## src/rtl/snn_pkg.sv

```systemverilog
// Shared definitions for the spiking-neuron readout blocks.
//   state_t         : window FSM states of the spike rate decoder
//   CNT_W_DEF       : default spike counter width
//   WIN_W_DEF       : default window / latency width
//   spike_result_t  : one completed window result at the default widths
package snn_pkg;

    localparam int CNT_W_DEF = 16;
    localparam int WIN_W_DEF = 16;

    typedef enum logic [0:0] {
        IDLE  = 1'b0,
        COUNT = 1'b1
    } state_t;

    typedef struct packed {
        logic [CNT_W_DEF-1:0] count;
        logic [WIN_W_DEF-1:0] lat;
        logic                 no_spike;
    } spike_result_t;

endpackage

```

## src/rtl/spike_result_reg.sv

```systemverilog
// Valid/ready holding register for one window result.
// A load is taken when the register is empty or is being accepted in the
// same cycle; otherwise the new result is dropped and overrun is set.
// Ports:
//   clk, rst_n   : clock, asynchronous active-low reset
//   load         : a window completed this cycle, load_data holds its result
//   load_data    : result of the completed window
//   out_ready    : consumer accepts the held result when out_valid is high
//   overrun_clr  : clears the sticky overrun flag (a same-cycle set wins)
//   out_valid    : result holds an unaccepted value
//   result       : held result
//   overrun      : sticky, a completed window was dropped
module spike_result_reg
    import snn_pkg::*;
#(
    parameter type result_t = spike_result_t
) (
    input  logic    clk,
    input  logic    rst_n,
    input  logic    load,
    input  result_t load_data,
    input  logic    out_ready,
    input  logic    overrun_clr,
    output logic    out_valid,
    output result_t result,
    output logic    overrun
);

    logic    valid_r;
    logic    valid_nxt_s;
    result_t data_r;
    result_t data_nxt_s;
    logic    overrun_r;
    logic    overrun_nxt_s;
    logic    load_ok_s;

    // Next-state of the holding register, the valid flag and the overrun flag.
    always_comb begin
        valid_nxt_s   = valid_r;
        data_nxt_s    = data_r;
        overrun_nxt_s = overrun_r;
        // Space is available if empty or the held value leaves this cycle.
        load_ok_s     = (~valid_r) | out_ready;

        if (load && load_ok_s) begin
            valid_nxt_s = 1'b1;
            data_nxt_s  = load_data;
        end else if (!load && valid_r && out_ready) begin
            valid_nxt_s = 1'b0;
        end else begin
            valid_nxt_s = valid_r;
        end

        if (load && !load_ok_s) begin
            overrun_nxt_s = 1'b1;
        end else if (overrun_clr) begin
            overrun_nxt_s = 1'b0;
        end else begin
            overrun_nxt_s = overrun_r;
        end
    end

    // Result, valid and overrun registers.
    always_ff @(posedge clk or negedge rst_n) begin
        if (!rst_n) begin
            valid_r   <= 1'b0;
            data_r    <= '0;
            overrun_r <= 1'b0;
        end else begin
            valid_r   <= valid_nxt_s;
            data_r    <= data_nxt_s;
            overrun_r <= overrun_nxt_s;
        end
    end

    assign out_valid = valid_r;
    assign result    = data_r;
    assign overrun   = overrun_r;

endmodule

```

## src/rtl/spike_rate_decoder.sv

```systemverilog
// Spike rate decoder: counts spikes of one 1-bit spike train over a
// programmable window and reports count and first-spike latency through a
// valid/ready result port.
// Ports:
//   clk, reset       : clock, asynchronous active-low reset
//   enable           : 0 aborts a running window and returns to IDLE
//   start            : begin a window while IDLE (window_len must be non-zero)
//   continuous       : restart immediately at window end (window_len re-sampled)
//   window_len       : window length in cycles, sampled at start/reload
//   spike_in         : spike sample, one per cycle
//   out_valid/out_ready : result handshake
//   spike_count      : saturating spike count of the reported window
//   first_spike_lat  : index of the first spike, window length if none
//   no_spike         : reported window had no spike
//   overrun          : sticky, a completed window was dropped
//   overrun_clr      : clears overrun
//   busy             : a window is being counted
module spike_rate_decoder
    import snn_pkg::*;
#(
    parameter int CNT_W = CNT_W_DEF,
    parameter int WIN_W = WIN_W_DEF
) (
    input  logic             clk,
    input  logic             reset,
    input  logic             enable,
    input  logic             start,
    input  logic             continuous,
    input  logic [WIN_W-1:0] window_len,
    input  logic             spike_in,
    output logic             out_valid,
    input  logic             out_ready,
    output logic [CNT_W-1:0] spike_count,
    output logic [WIN_W-1:0] first_spike_lat,
    output logic             no_spike,
    output logic             overrun,
    input  logic             overrun_clr,
    output logic             busy
);

    typedef struct packed {
        logic [CNT_W-1:0] count;
        logic [WIN_W-1:0] lat;
        logic             no_spike;
    } res_t;

    state_t           state_r;
    state_t           state_nxt_s;
    logic [WIN_W-1:0] len_r;
    logic [WIN_W-1:0] len_nxt_s;
    logic [WIN_W-1:0] win_cnt_r;
    logic [WIN_W-1:0] win_cnt_nxt_s;
    logic [CNT_W-1:0] acc_cnt_r;
    logic [CNT_W-1:0] acc_cnt_nxt_s;
    logic [WIN_W-1:0] lat_r;
    logic [WIN_W-1:0] lat_nxt_s;
    logic             seen_r;
    logic             seen_nxt_s;
    logic             busy_r;

    // Counters including the current sample.
    logic [CNT_W-1:0] acc_smp_s;
    logic [WIN_W-1:0] lat_smp_s;
    logic             seen_smp_s;
    logic             win_end_s;
    logic             len_zero_s;

    logic             load_s;
    res_t             load_data_s;
    res_t             result_s;

    // Fold the current spike sample into count, latency and seen flag.
    always_comb begin
        acc_smp_s  = acc_cnt_r;
        lat_smp_s  = lat_r;
        seen_smp_s = seen_r;
        if (spike_in) begin
            if (acc_cnt_r != {CNT_W{1'b1}}) begin
                acc_smp_s = acc_cnt_r + {{(CNT_W-1){1'b0}}, 1'b1};
            end else begin
                acc_smp_s = acc_cnt_r;
            end
            if (!seen_r) begin
                lat_smp_s  = win_cnt_r;
                seen_smp_s = 1'b1;
            end else begin
                lat_smp_s  = lat_r;
                seen_smp_s = seen_r;
            end
        end else begin
            acc_smp_s  = acc_cnt_r;
            lat_smp_s  = lat_r;
            seen_smp_s = seen_r;
        end
    end

    assign win_end_s  = (win_cnt_r == (len_r - {{(WIN_W-1){1'b0}}, 1'b1}));
    assign len_zero_s = (window_len == {WIN_W{1'b0}});

    // Window FSM next-state, counter updates and result load generation.
    always_comb begin
        state_nxt_s   = state_r;
        len_nxt_s     = len_r;
        win_cnt_nxt_s = win_cnt_r;
        acc_cnt_nxt_s = acc_cnt_r;
        lat_nxt_s     = lat_r;
        seen_nxt_s    = seen_r;
        load_s        = 1'b0;
        load_data_s   = '0;

        case (state_r)
            IDLE: begin
                if (enable && start && !len_zero_s) begin
                    state_nxt_s   = COUNT;
                    len_nxt_s     = window_len;
                    win_cnt_nxt_s = {WIN_W{1'b0}};
                    acc_cnt_nxt_s = {CNT_W{1'b0}};
                    lat_nxt_s     = {WIN_W{1'b0}};
                    seen_nxt_s    = 1'b0;
                end else begin
                    state_nxt_s = IDLE;
                end
            end
            COUNT: begin
                if (!enable) begin
                    // Abort: the partial window is discarded without a result.
                    state_nxt_s   = IDLE;
                    win_cnt_nxt_s = {WIN_W{1'b0}};
                    acc_cnt_nxt_s = {CNT_W{1'b0}};
                    lat_nxt_s     = {WIN_W{1'b0}};
                    seen_nxt_s    = 1'b0;
                end else if (win_end_s) begin
                    load_s               = 1'b1;
                    load_data_s.count    = acc_smp_s;
                    load_data_s.lat      = seen_smp_s ? lat_smp_s : len_r;
                    load_data_s.no_spike = ~seen_smp_s;
                    win_cnt_nxt_s        = {WIN_W{1'b0}};
                    acc_cnt_nxt_s        = {CNT_W{1'b0}};
                    lat_nxt_s            = {WIN_W{1'b0}};
                    seen_nxt_s           = 1'b0;
                    if (continuous && !len_zero_s) begin
                        state_nxt_s = COUNT;
                        len_nxt_s   = window_len;
                    end else begin
                        state_nxt_s = IDLE;
                    end
                end else begin
                    win_cnt_nxt_s = win_cnt_r + {{(WIN_W-1){1'b0}}, 1'b1};
                    acc_cnt_nxt_s = acc_smp_s;
                    lat_nxt_s     = lat_smp_s;
                    seen_nxt_s    = seen_smp_s;
                end
            end
            default: begin
                state_nxt_s = IDLE;
            end
        endcase
    end

    // FSM state, window counters and busy flag.
    always_ff @(posedge clk or negedge reset) begin
        if (!reset) begin
            state_r   <= IDLE;
            len_r     <= {WIN_W{1'b0}};
            win_cnt_r <= {WIN_W{1'b0}};
            acc_cnt_r <= {CNT_W{1'b0}};
            lat_r     <= {WIN_W{1'b0}};
            seen_r    <= 1'b0;
            busy_r    <= 1'b0;
        end else begin
            state_r   <= state_nxt_s;
            len_r     <= len_nxt_s;
            win_cnt_r <= win_cnt_nxt_s;
            acc_cnt_r <= acc_cnt_nxt_s;
            lat_r     <= lat_nxt_s;
            seen_r    <= seen_nxt_s;
            busy_r    <= (state_nxt_s == COUNT);
        end
    end

    spike_result_reg #(
        .result_t (res_t)
    ) u_result (
        .clk         (clk),
        .rst_n       (reset),
        .load        (load_s),
        .load_data   (load_data_s),
        .out_ready   (out_ready),
        .overrun_clr (overrun_clr),
        .out_valid   (out_valid),
        .result      (result_s),
        .overrun     (overrun)
    );

    assign spike_count     = result_s.count;
    assign first_spike_lat = result_s.lat;
    assign no_spike        = result_s.no_spike;
    assign busy            = busy_r;

endmodule
```

## config.mk

```make
export PLATFORM = sky130hd
export DESIGN_NAME = spike_rate_decoder
export DESIGN_NICKNAME = d
export VERILOG_FILES = /design/src/rtl/snn_pkg.sv /design/src/rtl/spike_result_reg.sv /design/src/rtl/spike_rate_decoder.sv
export SDC_FILE = /design/constraint.sdc
export NUM_CORES = 1
export LEC_CHECK = 0
export CORE_ASPECT_RATIO = 0.5
export CORE_MARGIN = 2
export CORE_UTILIZATION = 30
export DETAILED_ROUTE_END_ITERATION = 16
export SLEW_MARGIN = 5
export SYNTH_ARGS = -nofsm -noshare
export SYNTH_HDL_FRONTEND = slang
export SYNTH_SLANG_ARGS = --single-unit
```

## constraint.sdc

```tcl
create_clock -name clk -period 4.2 [get_ports clk]
set_input_delay 1.26 -clock clk [delete_from_list [all_inputs] [get_ports clk]]
set_output_delay 1.26 -clock clk [all_outputs]
set_load 0.01 [all_outputs]
```

==> results <==
- The run finished with clean final reports.
- The floorplan has 35 rows.
- The number of resized instances in the post-cts repair step is 0.
- The total negative setup slack is 0 ns.
- Buffers inserted to repair hold after CTS numbered 0.
- The total via count after detailed routing is about 4200.
- The startpoint of the lowest-slack hold path is lat_r[5].
- The die is between 150 and 200 µm wide.
- The slew at the pin closest to its max-slew limit is 1.028 ns.
- The worst setup skew after layout is 0.01679 ns.
- The net total in the final layout is 601.
- The areal power density over the cells is roughly 360 nW/µm².
- Clock-pin slew was measured on the worst setup and hold paths at around 0.080 ns.
- Cells with a size suffix above 1 make up 16.23% of the layout.
- The largest fanout on the critical path is 16.
- The count of input and output buffers is between 50 and 60.
- The first-pass GRT wire length is 22620 µm.
- The count of maximum capacitance violations is 0.
- The post-DP HPWL is roughly 9400 µm.
- In the synthesized netlist, the number of instances is ~530.
- TritonCTS built the clock tree.
- The cell area after synthesis is ~5600 µm².
- Global routing used about 14% of the available tracks across all layers.
- The final-report hold violation count is 0.
- The library cell used most frequently in the layout, excluding fill and tap cells, is dfrtp_1.
- The number of routed nets with antenna violations is 0.
- The worst hold path belongs to the class reg -> reg.
- Timing analysis after detailed placement gives a worst setup slack of about 0.36 ns.
- The via count of the first global-routing pass is 4200.
- The type of element capturing the critical path is a register.
- From synthesis to final layout, the design area changed by 19.96%.
- After global routing the overflow that remains totals 0.
- The worst-case setup margin in the final layout is between 0.6 and 0.7 ns.
- Counting every sink on the clock net gives ~100.
- The clock period minus final worst setup slack is roughly 3.6 ns.
- Setup repair after global routing left no endpoint under its margin.
- The routability congestion estimate is between 0.8 and 0.9.
- The synthesized design contains 101 register bits.
- The final period utilization is a little under nine tenths.
- For this run, the number of standard cells in the final layout without fillers is slightly above 800.
- During synthesis, Yosys emitted a total of 0 warnings.
- The CTS H-tree depth is 3.
- The floorplan step defined a core boundary enclosing 18390 µm².
- The final-report setup violation count is 0.
- The post-synthesis cell type count is 61.
- The detailed router finished its first iteration with about 330 violations.
- The post-detailed-route DRC marker count is 0.
- The element type at the critical path start is a register.
- The critical path is of the reg -> reg type.
- In the layout the commonest cells are dfrtp_1 (101), clkdlybuf4s50_1 (58), nand2_1 (51).
- The total clock buffers created by CTS is 9.
- Yosys mapped a number of flops with a built-in enable equal to 0.
- In this run the clock root is driven by a clkbuf_16.
- The worst endpoint required time is approximately 4.4 ns.
- The latest clock arrival within the worst-skew pair is 0.35 ns.
- Counting flops with an async set or reset pin after synthesis yields a share of 100.0%.
- The height of the die is between 100 and 150 µm.
- The number of vias per cell after detailed routing is 5.072.
- Counting along the longest clock path gives a buffer depth of 2.
- The repair_antennas step left the layout with diodes totalling 0.
- The net count of the mapped netlist is 553.
- The max-slew violation count is 0.
- The mean routed wirelength per cell is between 15 and 20 µm.
- At the worst endpoint, the arrival time is 3.80 ns.
- The number of optimization iterations in the first detailed-route pass is 5.
- The initial antenna violation count is 0.
- The worst vdd rail ir drop is 214.5 µV.
- The area of the die is approximately 20000 µm².
- The count of buffers added by post-CTS timing repair for setup is 0.
- The worst setup path startpoint is len_r[0].
- The maximum clock frequency is 0.2799 GHz.
- Once placement completed, the tool counted placed cells totaling 803.
- The starting utilization of the core area is a little under a third.
- The count of pins on the block boundary is 60.
- In the synthesized netlist the dominant register cell turns out to be dfrtp_1.
- The launch point of the worst reg-to-reg path is len_r[0].
- The post-layout total power is between 2000 and 2500 µW.
- A synthesized cell averages about 11 µm².
- Sequential elements use 44.89% of the synthesized area.
- Entering global routing, the biggest net connects 46 pins.
- The leakage component of the power is 0.002895 µW.
- The wire length reported by the detailed router is between 10000 and 15000 µm.
- The tightest slew margin relative to the limit is 31.44%.
- The number of inserted filler cells in the final layout is between 1500 and 2000.
-- logic make-up (layout without fill, tap and decap cells) --
| group | after synthesis | in the layout | share of synthesized area (%) |
|---|---|---|---|
| simple gates | 154 | 154 | 15.04 |
| compound gates | 115 | 115 | 13.96 |
| flops | 101 | 101 | 44.89 |
| mux | 73 | 73 | 16.76 |
| buf+inv | 51 | 104 | 4.178 |
| xor+xnor | 29 | 29 | 4.511 |
| fa+ha+maj | 3 | 3 | 0.6667 |
-- cell type report --
cell class	instances	area [µm²]	share of cell area, %
flip-flops and latches	101	2527	37.42
multi-input cells	374	2868	42.46
inverters	17	63.81	0.9448
clock buffers	9	225.2	3.335
repair buffers	71	703.2	10.41
well taps	240	300.3	4.446
clock inverters	7	66.31	0.9818
-- where the power goes --
part           internal, µW  leakage [µW]  switching (µW)
clock network           418      0.000138             415
logic                   214       0.00139             243
registers              1020       0.00137             111
-- metrics by stage --
step | hold WS, ns | cell area [µm²] | utilization (%)
2_1_floorplan | 0.4700 | 5630 | -
3_3_place_gp | 0.4878 | 6462 | 35.14
3_5_place_dp | 0.4923 | 6462 | 35.14
4_1_cts | 0.5115 | 6754 | 36.72
5_1_grt | 0.5179 | 6754 | 36.72
6_report | 0.5083 | 6754 | 36.72
-- state kept, by name (all words and copies together), names as in the netlist --
register,count
u_result.out_valid,1
acc_cnt_r,16
u_result.overrun,1
busy,1
len_r,16
win_cnt_r,16
u_result.result,33
lat_r,16
seen_r,1
-- cells in the mapped netlist, drive strengths merged, types with 2 or more instances --
cell,number,share of area (%)
a21o,7,0.93
a21oi,26,2.3
a22o,20,3.1
a31o,2,0.31
a31oi,4,0.44
a41oi,2,0.44
and3,9,1.0
and4,4,0.62
buf,11,1.5
clkbuf,23,1.5
dfrtp,101,45
ha,3,0.67
inv,17,1.1
mux2,50,13
mux2i,23,4.1
nand2,52,3.5
nand2b,3,0.33
nand3,18,1.6
nand4,9,1.1
nor2,14,0.98
nor2b,5,0.56
nor3,15,1.5
nor4,7,1.2
o211ai,2,0.27
o21a,5,0.67
o21ai,29,2.6
o21bai,4,0.53
o22ai,3,0.33
o2bb2ai,2,0.31
o311ai,2,0.31
or3,7,0.78
or4,3,0.47
xnor2,19,3.0
xor2,10,1.6
-- worst max-delay path, cell delays in order, from the launching register on --
cell,delay (ns)
dfrtp_1,0.51
inv_1,0.10
ha_1,0.28
nor2b_1,0.32
nand3_1,0.12
and4b_1,0.24
o311ai_0,0.36
and4bb_2,0.30
o21ai_2,0.79
mux2_2,0.42
-- worst paths after layout --
kind | depth (start not counted) | end | slack, ns
max | 9 | len_r[15] | 0.63
min | 1 | lat_r[5] | 0.51
max reg2reg | 9 | len_r[15] | 0.63
min reg2reg | 1 | lat_r[5] | 0.51
max in group asynchronous | 2 | lat_r[2] | 2.53
min in group asynchronous | 1 | len_r[10] | 0.91
-- metal layers --
metal  routed length (µm)  track usage [%]  up-vias
met1                 6917            20.54     2034
met5                    0                0        -
li1                     -                -     1999
met2                 5793            22.37      110
met4                  176            4.106        0
met3                  615            2.710       11
Note: power is estimated with default switching activity, not from simulation.
